### src/rtl/gru_pkg.sv
// Shared constants, fixed-point word type and sequencer state encoding
// for the GRU sequence controller.
package gru_pkg;

    localparam int INT_WIDTH  = 8;
    localparam int FRAC_WIDTH = 8;
    localparam int WIDTH      = INT_WIDTH + FRAC_WIDTH + 1;

    typedef logic signed [WIDTH-1:0] fx_word_t;

    typedef enum logic [1:0] {
        ST_IDLE    = 2'd0,
        ST_FETCH   = 2'd1,
        ST_COMPUTE = 2'd2,
        ST_EMIT    = 2'd3
    } seq_state_t;

endpackage

### src/rtl/gru_lat_timer.sv
// Loadable down-counter with a registered zero flag; paces the wait for
// the external GRU cell result.
module gru_lat_timer #(
    parameter int W = 2
) (
    input  logic         clk,
    input  logic         reset,
    input  logic         load,
    input  logic [W-1:0] load_val,
    input  logic         dec,
    output logic [W-1:0] cnt,
    output logic         zero
);

    logic [W-1:0] cnt_r;
    logic [W-1:0] cnt_nxt_s;
    logic         zero_r;

    // Next count: load wins over decrement; the count never wraps below zero.
    always_comb begin
        cnt_nxt_s = cnt_r;
        if (load) begin
            cnt_nxt_s = load_val;
        end else if (dec && (cnt_r != {W{1'b0}})) begin
            cnt_nxt_s = cnt_r - W'(1);
        end else begin
            cnt_nxt_s = cnt_r;
        end
    end

    // Count and zero-flag registers.
    always_ff @(posedge clk) begin
        if (reset) begin
            cnt_r  <= {W{1'b0}};
            zero_r <= 1'b1;
        end else begin
            cnt_r  <= cnt_nxt_s;
            zero_r <= (cnt_nxt_s == {W{1'b0}});
        end
    end

    assign cnt  = cnt_r;
    assign zero = zero_r;

endmodule

### src/rtl/gru_seq_ctrl.sv
// Sequences input vectors through an external GRU cell, feeding each result
// back as the next hidden state. Define GRU_SEQ_STALL_CNT_EN to add stall_cnt.
import gru_pkg::*;

module gru_seq_ctrl #(
    parameter int INT_WIDTH  = gru_pkg::INT_WIDTH,
    parameter int FRAC_WIDTH = gru_pkg::FRAC_WIDTH,
    parameter int WIDTH      = INT_WIDTH + FRAC_WIDTH + 1,
    parameter int LAT        = 2,
    parameter int CNT_W      = 16
) (
    input  logic             clk,
    input  logic             reset,
    input  logic             start,
    input  logic [CNT_W-1:0] seq_len,
    input  logic [WIDTH-1:0] h_init_0,
    input  logic [WIDTH-1:0] h_init_1,
    output logic             busy,
    output logic             done,
    input  logic             in_valid,
    output logic             in_ready,
    input  logic [WIDTH-1:0] in_x_0,
    input  logic [WIDTH-1:0] in_x_1,
    output logic [WIDTH-1:0] gru_x_0_0,
    output logic [WIDTH-1:0] gru_x_0_1,
    output logic [WIDTH-1:0] gru_h_0_0,
    output logic [WIDTH-1:0] gru_h_0_1,
    input  logic [WIDTH-1:0] gru_y_0_0,
    input  logic [WIDTH-1:0] gru_y_0_1,
    output logic             out_valid,
    input  logic             out_ready,
    output logic [WIDTH-1:0] out_y_0,
    output logic [WIDTH-1:0] out_y_1,
    output logic             out_last,
    output logic [CNT_W-1:0] step_idx
`ifdef GRU_SEQ_STALL_CNT_EN
    ,
    output logic [31:0]      stall_cnt
`endif
);

    localparam int TIMER_W = $clog2(LAT + 1);

    seq_state_t       state_r, state_nxt_s;
    logic             start_acc_s, zero_start_s, in_hs_s, cap_s, out_hs_s, last_s;
    logic [WIDTH-1:0] x0_r, x1_r, h0_r, h1_r, y0_r, y1_r;
    logic [CNT_W-1:0] step_r, seq_len_r;
    logic             busy_r, done_r, in_ready_r, out_valid_r, out_last_r;
    logic [TIMER_W-1:0] timer_cnt_s;
    logic             timer_zero_s, timer_dec_s;

    assign last_s      = (step_r == (seq_len_r - CNT_W'(1)));
    assign timer_dec_s = (state_r == ST_COMPUTE) && !timer_zero_s;

    gru_lat_timer #(.W(TIMER_W)) u_timer (
        .clk      (clk),
        .reset    (reset),
        .load     (in_hs_s),
        .load_val (TIMER_W'(LAT)),
        .dec      (timer_dec_s),
        .cnt      (timer_cnt_s),
        .zero     (timer_zero_s)
    );

    // Next-state decode and handshake strobes.
    always_comb begin
        state_nxt_s  = state_r;
        start_acc_s  = 1'b0;
        zero_start_s = 1'b0;
        in_hs_s      = 1'b0;
        cap_s        = 1'b0;
        out_hs_s     = 1'b0;
        case (state_r)
            ST_IDLE: begin
                if (start && (seq_len != {CNT_W{1'b0}})) begin
                    start_acc_s = 1'b1;
                    state_nxt_s = ST_FETCH;
                end else if (start) begin
                    zero_start_s = 1'b1;
                end else begin
                    state_nxt_s = ST_IDLE;
                end
            end
            ST_FETCH: begin
                if (in_valid) begin
                    in_hs_s     = 1'b1;
                    state_nxt_s = ST_COMPUTE;
                end else begin
                    state_nxt_s = ST_FETCH;
                end
            end
            ST_COMPUTE: begin
                // Timer value 1 marks the edge where the cell output is final.
                if (timer_cnt_s == TIMER_W'(1)) begin
                    cap_s       = 1'b1;
                    state_nxt_s = ST_EMIT;
                end else begin
                    state_nxt_s = ST_COMPUTE;
                end
            end
            ST_EMIT: begin
                if (out_ready) begin
                    out_hs_s    = 1'b1;
                    state_nxt_s = last_s ? ST_IDLE : ST_FETCH;
                end else begin
                    state_nxt_s = ST_EMIT;
                end
            end
            default: begin
                state_nxt_s = ST_IDLE;
            end
        endcase
    end

    // State and registered control outputs, decoded from the next state.
    always_ff @(posedge clk) begin
        if (reset) begin
            state_r     <= ST_IDLE;
            busy_r      <= 1'b0;
            done_r      <= 1'b0;
            in_ready_r  <= 1'b0;
            out_valid_r <= 1'b0;
            out_last_r  <= 1'b0;
        end else begin
            state_r     <= state_nxt_s;
            busy_r      <= (state_nxt_s != ST_IDLE);
            done_r      <= zero_start_s || (out_hs_s && last_s);
            in_ready_r  <= (state_nxt_s == ST_FETCH);
            out_valid_r <= (state_nxt_s == ST_EMIT);
            out_last_r  <= (state_nxt_s == ST_EMIT) && last_s;
        end
    end

    // Data path registers: values pass through untouched.
    always_ff @(posedge clk) begin
        if (reset) begin
            x0_r <= {WIDTH{1'b0}};
            x1_r <= {WIDTH{1'b0}};
            h0_r <= {WIDTH{1'b0}};
            h1_r <= {WIDTH{1'b0}};
            y0_r <= {WIDTH{1'b0}};
            y1_r <= {WIDTH{1'b0}};
        end else begin
            if (start_acc_s) begin
                h0_r <= h_init_0;
                h1_r <= h_init_1;
            end else if (cap_s) begin
                h0_r <= gru_y_0_0;
                h1_r <= gru_y_0_1;
            end
            if (in_hs_s) begin
                x0_r <= in_x_0;
                x1_r <= in_x_1;
            end
            if (cap_s) begin
                y0_r <= gru_y_0_0;
                y1_r <= gru_y_0_1;
            end
        end
    end

    // Step index and latched sequence length.
    always_ff @(posedge clk) begin
        if (reset) begin
            step_r    <= {CNT_W{1'b0}};
            seq_len_r <= {CNT_W{1'b0}};
        end else if (start_acc_s) begin
            step_r    <= {CNT_W{1'b0}};
            seq_len_r <= seq_len;
        end else if (out_hs_s && !last_s) begin
            step_r    <= step_r + CNT_W'(1);
        end
    end

`ifdef GRU_SEQ_STALL_CNT_EN
    logic [31:0] stall_cnt_r;
    logic        stall_s;

    assign stall_s = ((state_r == ST_FETCH) && !in_valid) ||
                     ((state_r == ST_EMIT) && !out_ready);

    // Saturating stall counter, cleared when a sequence is accepted.
    always_ff @(posedge clk) begin
        if (reset || start_acc_s) begin
            stall_cnt_r <= 32'd0;
        end else if (stall_s && (stall_cnt_r != 32'hFFFF_FFFF)) begin
            stall_cnt_r <= stall_cnt_r + 32'd1;
        end
    end

    assign stall_cnt = stall_cnt_r;
`endif

    assign busy      = busy_r;
    assign done      = done_r;
    assign in_ready  = in_ready_r;
    assign out_valid = out_valid_r;
    assign out_last  = out_last_r;
    assign out_y_0   = y0_r;
    assign out_y_1   = y1_r;
    assign gru_x_0_0 = x0_r;
    assign gru_x_0_1 = x1_r;
    assign gru_h_0_0 = h0_r;
    assign gru_h_0_1 = h1_r;
    assign step_idx  = step_r;

endmodule
### config.mk
export PLATFORM = sky130hd
export DESIGN_NAME = gru_seq_ctrl
export DESIGN_NICKNAME = d
export VERILOG_FILES = /design/src/rtl/gru_pkg.sv /design/src/rtl/gru_lat_timer.sv /design/src/rtl/gru_seq_ctrl.sv
export SDC_FILE = /design/constraint.sdc
export NUM_CORES = 1
export LEC_CHECK = 0
export ABC_AREA = 1
export BUFFER_PORTS_ARGS = -buffer_cell sky130_fd_sc_hd__clkbuf_2
export CAP_MARGIN = 15
export CORE_MARGIN = 1
export CORE_UTILIZATION = 49
export CTS_CLUSTER_DIAMETER = 50
export DETAILED_ROUTE_END_ITERATION = 10
export PLACE_DENSITY = 0.9
export REMOVE_ABC_BUFFERS = 1
export SYNTH_ARGS = -nofsm -noshare
export SYNTH_HDL_FRONTEND = slang
export SYNTH_SLANG_ARGS = --single-unit
### constraint.sdc
create_clock -name clk -period 2.8 [get_ports clk]
set_input_delay 0.28 -clock clk [delete_from_list [all_inputs] [get_ports clk]]
set_output_delay 0.28 -clock clk [all_outputs]
set_load 0.05 [all_outputs]
# ---- Word-level counts from Yosys, hierarchy flattened
# Index checks and enable logic that the tools add are counted.
dict set report classes {
  n_addsub 3
  eq_ne 7
  n_mux 24
  n_reduce_logical 16
}
# operator n
set op_table {}
lappend op_table {{2-to-1 mux 17 bit} 4}
lappend op_table {{adder 16 x 1 -> 16 bit (second input constant)} 1}
lappend op_table {{== test 16 bit} 1}
lappend op_table {{nonzero test 16 bit} 1}
lappend op_table {{subtractor 16 x 1 -> 16 bit (second input constant)} 1}
lappend op_table {{2-to-1 mux 1 bit} 13}
lappend op_table {{2-to-1 mux 2 bit} 6}
lappend op_table {{case mux 2 bit (4 select lines)} 1}
lappend op_table {{== test 2 x 1 -> 1 bit (second input constant)} 3}
lappend op_table {{== test 2 bit (second input constant)} 3}
lappend op_table {{logical AND 1 bit} 6}
lappend op_table {{nonzero test 2 bit} 3}
lappend op_table {{logical NOT 2 bit} 2}
lappend op_table {{logical NOT 1 bit} 2}
lappend op_table {{OR reduction 2 bit} 1}
lappend op_table {{subtractor 2 x 1 -> 2 bit (second input constant)} 1}
lappend op_table {{logical OR 1 bit} 1}
dict set report totals {
  reg_bits 144
  in_bits 123
  output_inout_bits 123
  elab_cells 66
}

# ---- Depth between registers and ports, before layout
# Gate-level depths: netlist of run 1.
dict set report logic_depth {
  ltp_word 7
  depth_mapped 18
  ltp_nobuf 18
}

# ---- By module
# From an unflattened synthesis of run 1, not the netlist that was laid out.
dict set report hier_totals {
  hier_cells 865
  hier_area_um2 6441.2
}
# module instances cells_per_inst area_per_inst_um2
set modules_own_cells {}
lappend modules_own_cells {gru_seq_ctrl 1 839 6281.0}
lappend modules_own_cells {gru_lat_timer 1 26 160.2}

# ---- Worst setup path before layout of run 1
# No wires, ideal clock.
dict set report synth_timing {
  kind {flip-flop to flip-flop}
  from {register step_r[2] (netlist: step_idx[2])}
  to {register step_r[10] (netlist: step_idx[10])}
  arrival_ns 1.916
  t_required_ns 2.666
  path_slack_ns 0.751
  path_stages_with_launch 16
  n_path_buf 2
  synth_period_minus_slack_ns 2.049
  cell_sequence {dfxtp_1 > clkbuf_1 > inv_1 > nand3_1 > nand2_1 > inv_1 > nand2_1 > inv_1 > nand2_1 > nor2_1 > nand2_1 > nor2_1 > nand2_1 > buf_2 > nand3_1 > a21oi_1}
}
dict set report synth_via {
  elab_chain_cells 3
  elab_cells_between_ends 4
}
# item line_no
set synth_rtl {}
lappend synth_rtl {{start, declared} gru_seq_ctrl.sv:47} ;# logic [CNT_W-1:0] step_r, seq_len_r;
lappend synth_rtl {{start signal, assigned} gru_seq_ctrl.sv:165} ;# step_r <= {CNT_W{1'b0}};
lappend synth_rtl {{start signal, assigned} gru_seq_ctrl.sv:168} ;# step_r <= {CNT_W{1'b0}};
lappend synth_rtl {{start signal, assigned} gru_seq_ctrl.sv:171} ;# step_r <= step_r + CNT_W'(1);
lappend synth_rtl {{branches (longest 3 deep; another with adder 16 x 1 -> 16 bit)} --}
# Parallel ways; which one is timed is not known.
# A chain may end at the register's enable or synchronous reset.

# ---- Worst setup path in the final report of run 1
dict set report layout_timing {
  from {register seq_len_r[0]}
  to {register busy_r (netlist: busy)}
}
dict set report layout_via {
  elab_chain_cells 6
}
# item line_no
set layout_rtl {}
lappend layout_rtl {{start, declared} gru_seq_ctrl.sv:47}
lappend layout_rtl {{start signal, assigned} gru_seq_ctrl.sv:166} ;# seq_len_r <= {CNT_W{1'b0}};
lappend layout_rtl {{start signal, assigned} gru_seq_ctrl.sv:169} ;# seq_len_r <= seq_len;
lappend layout_rtl {{subtractor 16 x 1 -> 16 bit} gru_seq_ctrl.sv:52} ;# assign last_s = (step_r == (seq_len_r - CNT_W'(1)));
lappend layout_rtl {{== test 16 bit} gru_seq_ctrl.sv:52}
lappend layout_rtl {{2-to-1 mux 1 bit} gru_seq_ctrl.sv:104} ;# state_nxt_s = last_s ? ST_IDLE : ST_FETCH;
lappend layout_rtl {{2-to-1 mux 2 bit} gru_seq_ctrl.sv:102} ;# if (out_ready) begin
lappend layout_rtl {{case mux 2 bit (4 select lines)} gru_seq_ctrl.sv:73} ;# case (state_r)
lappend layout_rtl {{nonzero test 2 bit} gru_seq_ctrl.sv:126} ;# busy_r <= (state_nxt_s != ST_IDLE);
lappend layout_rtl {{end signal, assigned} gru_seq_ctrl.sv:126}
lappend layout_rtl {{end, declared} gru_seq_ctrl.sv:48} ;# logic busy_r, done_r, in_ready_r, out_valid_r, out_last_r;
# No other way between the ends.

==> impl_metrics.json, run 1 <==
{
  "drt_iter0_markers": 492,
  "rrSetupSlack_ps": 380,
  "cts_sinks": 144,
  "fin_skew_ps": 8.411,
  "dieArea_mm2": 0.01352,
  "setup_violations": 0,
  "die_x_um": 116.3,
  "synth_area_leaders": "dfxtp_1 (45%), nand2_1 (12%), nor2_1 (10%)",
  "cts_setup_buffers": 0,
  "use_met2_pct": 47.81,
  "final_util_pct": 65.33,
  "worstPathArrival_ps": 2720,
  "placed_cell_area_mm2": 0.007741,
  "crit_start": "seq_len_r[0]",
  "cp_max_fo": 17,
  "period_minus_slack_ps": 2418,
  "htree_levels": 4,
  "syn-cell-area_mm2": 0.006399,
  "cp-end-kind": "register",
  "hold_ws_ps": 83.36,
  "ir_drop_mv": 0.4571,
  "grtUsageMet1_pct": 33.20,
  "outcome": "completed",
  "grt_setup_unrepaired": "false",
  "overflow": 0,
  "numCtsBuffers": 17,
  "holdBufCountCts": 0,
  "relSlewSlack_pct": 53.69,
  "setup_tns_ps": 0,
  "grt_pass1_wl_mm": 29.60,
  "rows": 41,
  "diodes": 0,
  "post-route-drc-count": 0,
  "coreArea_mm2": 0.01267,
  "synthDistinctLibCells": 33,
  "synth_seq_cells": 144,
  "gr-usage-met3_pct": 7.317,
  "drtPass1Iterations": 5,
  "cap_violations": 0,
  "io_pins": 246,
  "fillCellCount": 1110,
  "required_ps": 3100,
  "power.density_mw_per_mm2": 657.9,
  "viasPerCell": 5.231,
  "worstSkewPairLatency_ps": 410,
  "ctsResizeCount": 0,
  "final_common_cell": "clkbuf_2",
  "clock-root-buffer": "clkbuf_16",
  "seq_area_frac_synth_pct": 45.05,
  "layout.nets": 1245,
  "synth_top_area_share_pct": 45.05,
  "wire_per_inst_um": 14.28,
  "grt_usage_pct": 27.90,
  "place_congestion": 0.9341,
  "postLayoutCellArea_mm2": 0.008278,
  "drive_above_1_share_pct": 26.84,
  "syn2layout_area_growth_pct": 29.37,
  "hold_viol": 0,
  "hold_path.startpoint": "in_x_1[14]",
  "timing.final.max_slew_violations": 0,
  "start_util_pct": 50.50,
  "critPathKind": "register to register",
  "port_buffers": 245,
  "grt_pass1_vias": 6290,
  "wirelength_mm": 18.58,
  "dpl.hpwl_mm": 13.28,
  "grt_max_degree": 94,
  "syn_avg_cell_area_um2": 7.181,
  "r2r_start": "seq_len_r[0]",
  "cts_tree": "done",
  "clockBufferDepth": 2,
  "cp-start-kind": "register",
  "cellLeakagePower_uw": 0.003890,
  "antenna_left": 0,
  "netlist_instances": 891,
  "antenna_found_initial": 0,
  "tightestPinTransition_ps": 694.7,
  "period_share_pct": 86.35,
  "yosysTopAreaCell": "dfxtp_1",
  "busiest_layer": "met2",
  "clk_pin_slew_ps": 60,
  "ys_warn_count": 0,
  "final_cell_mix": "clkbuf_2 (245), nand2_1 (207), nor2_1 (172)",
  "chipHeight_um": 116.3,
  "hold_class": "primary input to register",
  "fmax_ghz": 0.4136,
  "num_vias": 6806
}
==> logic make-up (layout without fill, tap and decap cells) <==
group           after synthesis  after routing  share of synthesized area, %
compound gates              153            153                         14.26
xor+xnor                     24             24                         3.285
fa+ha+maj                     4              4                        0.7822
buf+inv                     103            341                         6.218
flops                       144            144                         45.05
simple gates                463            463                         30.41
==> synthesized netlist by cell type (all sizes together) <==
master,n
a21oi,60
a311oi,34
buf,10
clkbuf,36
clkinv,3
dfxtp,144
ha,4
inv,54
nand2,214
nand3,39
nand3b,7
nand4,5
nor2,180
nor3,9
nor4,8
o21ai,59
or2,1
xnor2,6
xor2,18
==> power by group <==
| group | switching, uW | total (uW) | leakage, uW | internal (uW) |
|---|---|---|---|---|
| clock network | 851 | 2090 | 0.000249 | 1240 |
| logic | 782 | 1100 | 0.00246 | 316 |
| registers | 86.7 | 2260 | 0.00118 | 2170 |
==> routing by layer <==
metal  routed length, um  up-vias
met4                 469        0
li1                    -     3370
met2                9352      308
met3                1439       39
met5                   0        -
met1                7317     3089
==> final cells by class <==
type	count	area (um2)	area share, %
tap	172	215.2	2.600
sequential	144	2883	34.82
clock inverter	8	82.58	0.9976
multi-input combinational	644	3123	37.73
timing repair buffer	254	1306	15.78
clock buffer	22	454.2	5.487
inverter	57	214.0	2.585
==> worst paths after layout <==
check	endpoint	cells after the start
hold reg to reg	out_y_0[7]	2
setup reg to reg	busy	15
hold / removal	gru_x_0_1[14]	3
setup / recovery	busy	15
==> stage by stage <==
step	setup WS (ps)	cells	total power, uW
2_1_floorplan	-520.9	845	3060
3_3_place_gp	525.3	1271	3361
3_5_place_dp	451.6	1271	3381
4_1_cts	411.5	1301	5473
5_1_grt	74.24	1301	5668
6_report	382.3	1301	5446
==> state kept, by name, indices dropped and copies added (netlist names), 16 cells and up <==
name and cells:
gru_h_0_1 17, gru_h_0_0 17, gru_x_0_0 17, seq_len_r 16, out_y_1 17, out_y_0 17, step_idx 16, gru_x_0_1 17
==> critical path, cell delays in order, from the launching register on <==
cell     delay, ps
dfxtp_1        320
inv_1          130
ha_1           310
nand2_4        140
nor2_4         170
nand2_1        100
nand3_2        100
nand2_1         60
nor2_1          80
nand2_1         60
nor2_1          80
nand2_1        370
nand2_1        170
nand2_1         60
nand2_1         90
nand2_1         60
No activity file was read; power rests on OpenSTA's default activity.
==> inputs of run 2 (changes only) <==
- CORE_UTILIZATION: 49 -> 53
- PLACE_DENSITY: 0.9 -> 0.95
- clock period: 2.8 -> 3.1 ns (I/O delays scaled with it)
==> run 2 against run 1 <==
  * The run now ends with DRC left
  * Global-route usage increased by 3.4 points
  * Design area decreased by 0.38%
  * Fmax increased by 0.34%
  * Routed wire length increased by 3.1%
  * Critical path type unchanged
  * Highest routed layer unchanged
==> impl_metrics.json, run 2 (synthesis gave the netlist of run 1 again) <==
{
  "grt_setup_unrepaired": "false",
  "pwr-share-comb_pct": 19.9,
  "cp_top_family": "simple AND/OR/NAND/NOR gates",
  "num_vias": 6899,
  "switchingPower_uw": 1585,
  "wire_per_inst_um": 15.06,
  "p_seq_share_pct": 40.9,
  "clockBufferDepth": 2,
  "rows": 39,
  "cap_violations": 0,
  "viasPerCell": 5.424,
  "p_total_uw": 4991,
  "drive_above_1_share_pct": 26.84,
  "fin_skew_ps": 7.261,
  "final_cell_mix": "clkbuf_2 (245), nand2_1 (207), nor2_1 (172)",
  "coreArea_mm2": 0.01161,
  "layout_setup_ws_ps": 690.4,
  "hold_class": "primary input to register",
  "crit_slowest_cell": "nand2_1",
  "path_buf_inv": 1,
  "die_x_um": 111.9,
  "worstSkewPairLatency_ps": 420,
  "cp-start-kind": "register",
  "cts_setup_buffers": 0,
  "hold_path.startpoint": "in_x_0[11]",
  "wirelength_mm": 19.16,
  "post-route-drc-count": 3,
  "p_int_uw": 3406,
  "ir_drop_mv": 0.4511,
  "htree_levels": 4,
  "setup_violations": 0,
  "dieArea_mm2": 0.01252,
  "tightestPinTransition_ps": 1062,
  "required_ps": 3410,
  "min_path_cells": 3,
  "relSlewSlack_pct": 28.79,
  "overflow": 0,
  "period_share_pct": 77.73,
  "period_minus_slack_ps": 2410,
  "final_common_cell": "clkbuf_2",
  "holdPathEnd": "gru_x_0_0[11]",
  "drt_iter0_markers": 627,
  "grt_max_degree": 94,
  "grt_usage_pct": 31.28,
  "syn2layout_area_growth_pct": 28.88,
  "clk_pin_slew_ps": 60,
  "worstPathArrival_ps": 2720,
  "port_buffers": 245,
  "violations": "DRC",
  "worstReg2RegEnd": "busy",
  "antenna_left": 0,
  "cp_max_fo": 17,
  "cp_common_cell": "nand2_1",
  "cellLeakagePower_uw": 0.003899,
  "hold_viol": 0,
  "final_util_pct": 71.01,
  "grt_pass1_vias": 6730,
  "io_pins": 246,
  "postLayoutCellArea_mm2": 0.008247,
  "swShare_pct": 31.76,
  "antenna_found_initial": 0,
  "ctsResizeCount": 0,
  "critPathKind": "register to register",
  "cts_tree": "done",
  "numCtsBuffers": 17,
  "clock-root-buffer": "clkbuf_16",
  "dpl.hpwl_mm": 13.53,
  "diodes": 0,
  "placed_cell_area_mm2": 0.007677,
  "place_congestion": 1.013,
  "dp_slack_ps": 732.9,
  "outcome": "finished with violations",
  "holdBufCountCts": 0,
  "chipHeight_um": 111.9,
  "power.density_mw_per_mm2": 605.2,
  "fmax_ghz": 0.4150,
  "clkPwrFrac_pct": 39.2,
  "rrSetupSlack_ps": 690,
  "grt_pass1_wl_mm": 31.20,
  "critPathMaxStageDelay_ps": 350,
  "r2r_start": "seq_len_r[0]",
  "timing.final.max_slew_violations": 0,
  "start_util_pct": 55.10,
  "layout.nets": 1243,
  "ff2ff_path_depth": 15,
  "crit_chain": "inv_1 -> ha_1 -> nand2_4 -> nor2_4 -> nand2_1 -> nand3_2 -> nand2_1 -> nor2_1 -> nand2_1 -> nor2_1 -> nand2_1 -> nand2_1 -> nand2_1 -> nand2_1 -> nand2_1",
  "drtPass1Iterations": 8,
  "cp-end-kind": "register",
  "cts_sinks": 144
}
run 2: cell types whose count changed in the layout (fill, tap and decap cells not counted), sizes merged:
cell      delta
clkinvlp     -3
clkbuf       +1
clkinv       +3
buf          -2
inv          +1
run 2: worst min-delay path, stage by stage:
cell	delay [ps]
clkbuf_2	70
nor2_1	30
nor2_1	80
run 2: routing by layer:
layer	global-route usage [%]	part of all wire (%)
met4	18.29	4.7
met1	35.00	39
met5	0	0
met3	9.418	7.9
met2	52.71	48
run 2: cell type report:
type                            instances  area (um2)
Inverter                               57       214.0
Timing Repair Buffer                  252        1279
Tap cell                              143       178.9
Sequential cell                       144        2883
Multi-Input combinational cell        644        3123
Clock inverter                          9       101.3
Clock buffer                           23       467.9
Fill cell                             917        3367
run 2: worst max-delay path by stage:
stage	startpoint	end	cells after the start
after detailed placement	seq_len[7]	gru_h_0_0[4]	7
final	seq_len_r[0]	busy	15
after CTS	seq_len_r[0]	busy	15
after global routing	seq_len_r[0]	step_idx[0]	14
after global placement	seq_len_r[0]	busy	15
after floorplan	seq_len[7]	step_idx[0]	7
run 2: stage by stage:
| stage | TNS [ps] | instances | hold slack [ps] |
|---|---|---|---|
| after floorplan | -6706 | 845 | 379.1 |
| after global placement | 0 | 1240 | 451.5 |
| after detailed placement | 0 | 1240 | 458.6 |
| after CTS | 0 | 1272 | 106.0 |
| after global routing | 0 | 1272 | 107.2 |
| final | 0 | 1272 | 114.3 |
run 2: power by group through the flow:
stage	Clock, uW	Sequential, uW	Combinational, uW
6_report	1960	2040	995
4_1_cts	1970	2040	990
3_3_place_gp	0	2070	958
5_1_grt	2070	2050	1080
3_5_place_dp	0	2070	981
2_1_floorplan	0	2350	414
==> inputs of run 3 (changes only) <==
- CORE_UTILIZATION: 53 -> 49
- PLACE_DENSITY: 0.95 -> 0.9
- clock period: 3.1 -> 2.42 ns (I/O delays scaled with it)
==> run 3 against run 2 <==
  * The flow now finishes without violations
  * Setup slack lost 430 ps
  * Hold slack worse by 71 ps
  * Routed wire length shrank 0.45%
  * Die area rose by 8.0%
  * Combinational power rose by 29%
  * Sequential share of layout area decreased by 0.79 points
  * Non-clock buffer count rose by 7
  * Via count is 0.30% lower
  * Power rose by 34%
  * Fmax up 12%
  * Register-to-register slack worse by 430 ps
  * Highest routed layer unchanged
==> impl_metrics.json, run 3 (synthesis gave the netlist of run 1 again) <==
{
  "outcome": "completed",
  "htree_levels": 4,
  "viasPerCell": 5.262,
  "timing.final.max_slew_violations": 0,
  "drt_iter0_markers": 622,
  "antenna_found_initial": 0,
  "cellLeakagePower_uw": 0.003985,
  "routed-wl-met3_mm": 1.393,
  "wire_per_inst_um": 14.59,
  "clockBufferDepth": 2,
  "layout.nets": 1250,
  "grt_max_degree": 94,
  "start_util_pct": 50.50,
  "required_ps": 2700,
  "crit_slowest_cell": "dfxtp_1",
  "cap_violations": 0,
  "fmax_ghz": 0.4639,
  "holdBufCountCts": 0,
  "chipHeight_um": 116.3,
  "cp_max_fo": 9,
  "fillCellCount": 1089,
  "antenna_left": 0,
  "grt_usage_pct": 28.07,
  "cts_tree": "done",
  "place_congestion": 0.9381,
  "num_vias": 6878,
  "period_share_pct": 89.08,
  "diodes": 0,
  "drt-met1-wl_mm": 7.535,
  "die_x_um": 116.3,
  "grt_pass1_wl_mm": 29.51,
  "period_minus_slack_ps": 2156,
  "tightestPinTransition_ps": 694.1,
  "worstPathArrival_ps": 2440,
  "hold_viol": 0,
  "cp-end-kind": "register",
  "path_buf_inv": 2,
  "clock-root-buffer": "clkbuf_16",
  "wl_met2_mm": 9.540,
  "post-route-drc-count": 0,
  "worstSkewPairLatency_ps": 420,
  "dieArea_mm2": 0.01352,
  "final_cell_mix": "clkbuf_2 (245), nand2_1 (206), nor2_1 (172)",
  "drtPass1Iterations": 5,
  "power.density_mw_per_mm2": 791.5,
  "final_common_cell": "clkbuf_2",
  "cp_top_family": "simple AND/OR/NAND/NOR gates",
  "coreArea_mm2": 0.01267,
  "fin_skew_ps": 7.086,
  "relSlewSlack_pct": 53.73,
  "p_total_uw": 6679,
  "wirelength_mm": 19.07,
  "crit_chain": "nor2_2 -> inv_1 -> nor2_1 -> o21ai_1 -> nand2_1 -> nand2_1 -> nor2_1 -> nand2_1 -> nor2_1 -> nand2_2 -> buf_4 -> nand3_1 -> a21oi_1",
  "top_layer_used": "met4",
  "hold_class": "primary input to register",
  "dpl.hpwl_mm": 13.41,
  "ir_drop_mv": 0.4852,
  "grt_setup_unrepaired": "false",
  "port_buffers": 245,
  "setup_violations": 0,
  "drive_above_1_share_pct": 27.58,
  "critPathMaxStageDelay_ps": 390,
  "rows": 41,
  "setup_tns_ps": 0,
  "io_pins": 246,
  "numCtsBuffers": 17,
  "overflow": 0,
  "grt_pass1_vias": 6131,
  "cp-start-kind": "register",
  "clk_pin_slew_ps": 60,
  "cts_sinks": 144,
  "syn2layout_area_growth_pct": 31.87,
  "critPathKind": "register to register"
}
[run 3: changes by cell type in the layout (fill, tap and decap cells not counted), sizes merged]
cell	before	now
clkinv	7	6
buf	7	14
clkbuf	268	267
bufinv	1	4
inv	57	55
[run 3: cell type report]
class	instances	area, um2	share of cell area (%)
Multi-Input combinational cell	644	3128	37.07
Sequential cell	144	2883	34.16
Timing Repair Buffer	259	1369	16.22
Clock buffer	22	474.2	5.620
Tap cell	172	215.2	2.550
Inverter	57	214.0	2.536
Clock inverter	9	155.1	1.839
[run 3: what timing repair did]
| action | CTS | global route |
|---|---|---|
| setup endpoints to repair | 0 | 18 |
| hold endpoints to repair | 0 | 0 |
| resized for setup | 0 | 2 |
| setup buffers | 0 | 1 |
[run 3: layer usage]
layer  global-route usage, %  vias to the layer above
met1                   34.29                     3128
met5                       0                        -
met4                   12.48                        0
met2                   46.55                      317
met3                   7.265                       56
li1                        -                     3377
[run 3: worst paths after layout]
| kind | start | endpoint | slack [ps] | cells past startpoint |
|---|---|---|---|---|
| setup / recovery | seq_len_r[3] | step_idx[11] | 260 | 13 |
| hold reg to reg | out_y_1[0] | out_y_1[0] | 460 | 2 |
| hold / removal | in_x_1[13] | gru_x_0_1[13] | 40 | 3 |
| setup reg to reg | seq_len_r[3] | step_idx[11] | 260 | 13 |
[run 3: worst reg2reg max path: cells and delay by family, from the launching register on]
| kind | cells | cell delay [ps] |
|---|---|---|
| AND/OR/NAND/NOR | 9 | 1120 |
| flip-flops | 1 | 390 |
| buffers and inverters | 2 | 290 |
| AO/OA/AOI/OAI | 2 | 210 |
[run 3: report_power, final]
group,internal [uW],switching [uW],leakage (uW)
sequential,2510,97.9,0.00118
combinational,368,915,0.00250
clock,1800,982,0.000307
[run 3: through the flow]
| step | instance area (um2) | utilization (%) | cells | hold WS [ps] | worst slack, ps |
|---|---|---|---|---|---|
| 3_5_place_dp | 7784 | 61.43 | 1275 | 454.7 | 190.1 |
| 6_report | 8438 | 66.59 | 1307 | 42.94 | 264.2 |
| 3_3_place_gp | 7784 | 61.43 | 1275 | 452.1 | 288.4 |
| 5_1_grt | 8438 | 66.59 | 1307 | 41.94 | 46.27 |
| 4_1_cts | 8413 | 66.40 | 1306 | 34.75 | 175.1 |
| 2_1_floorplan | 6215 | - | 845 | 311.1 | -862.9 |
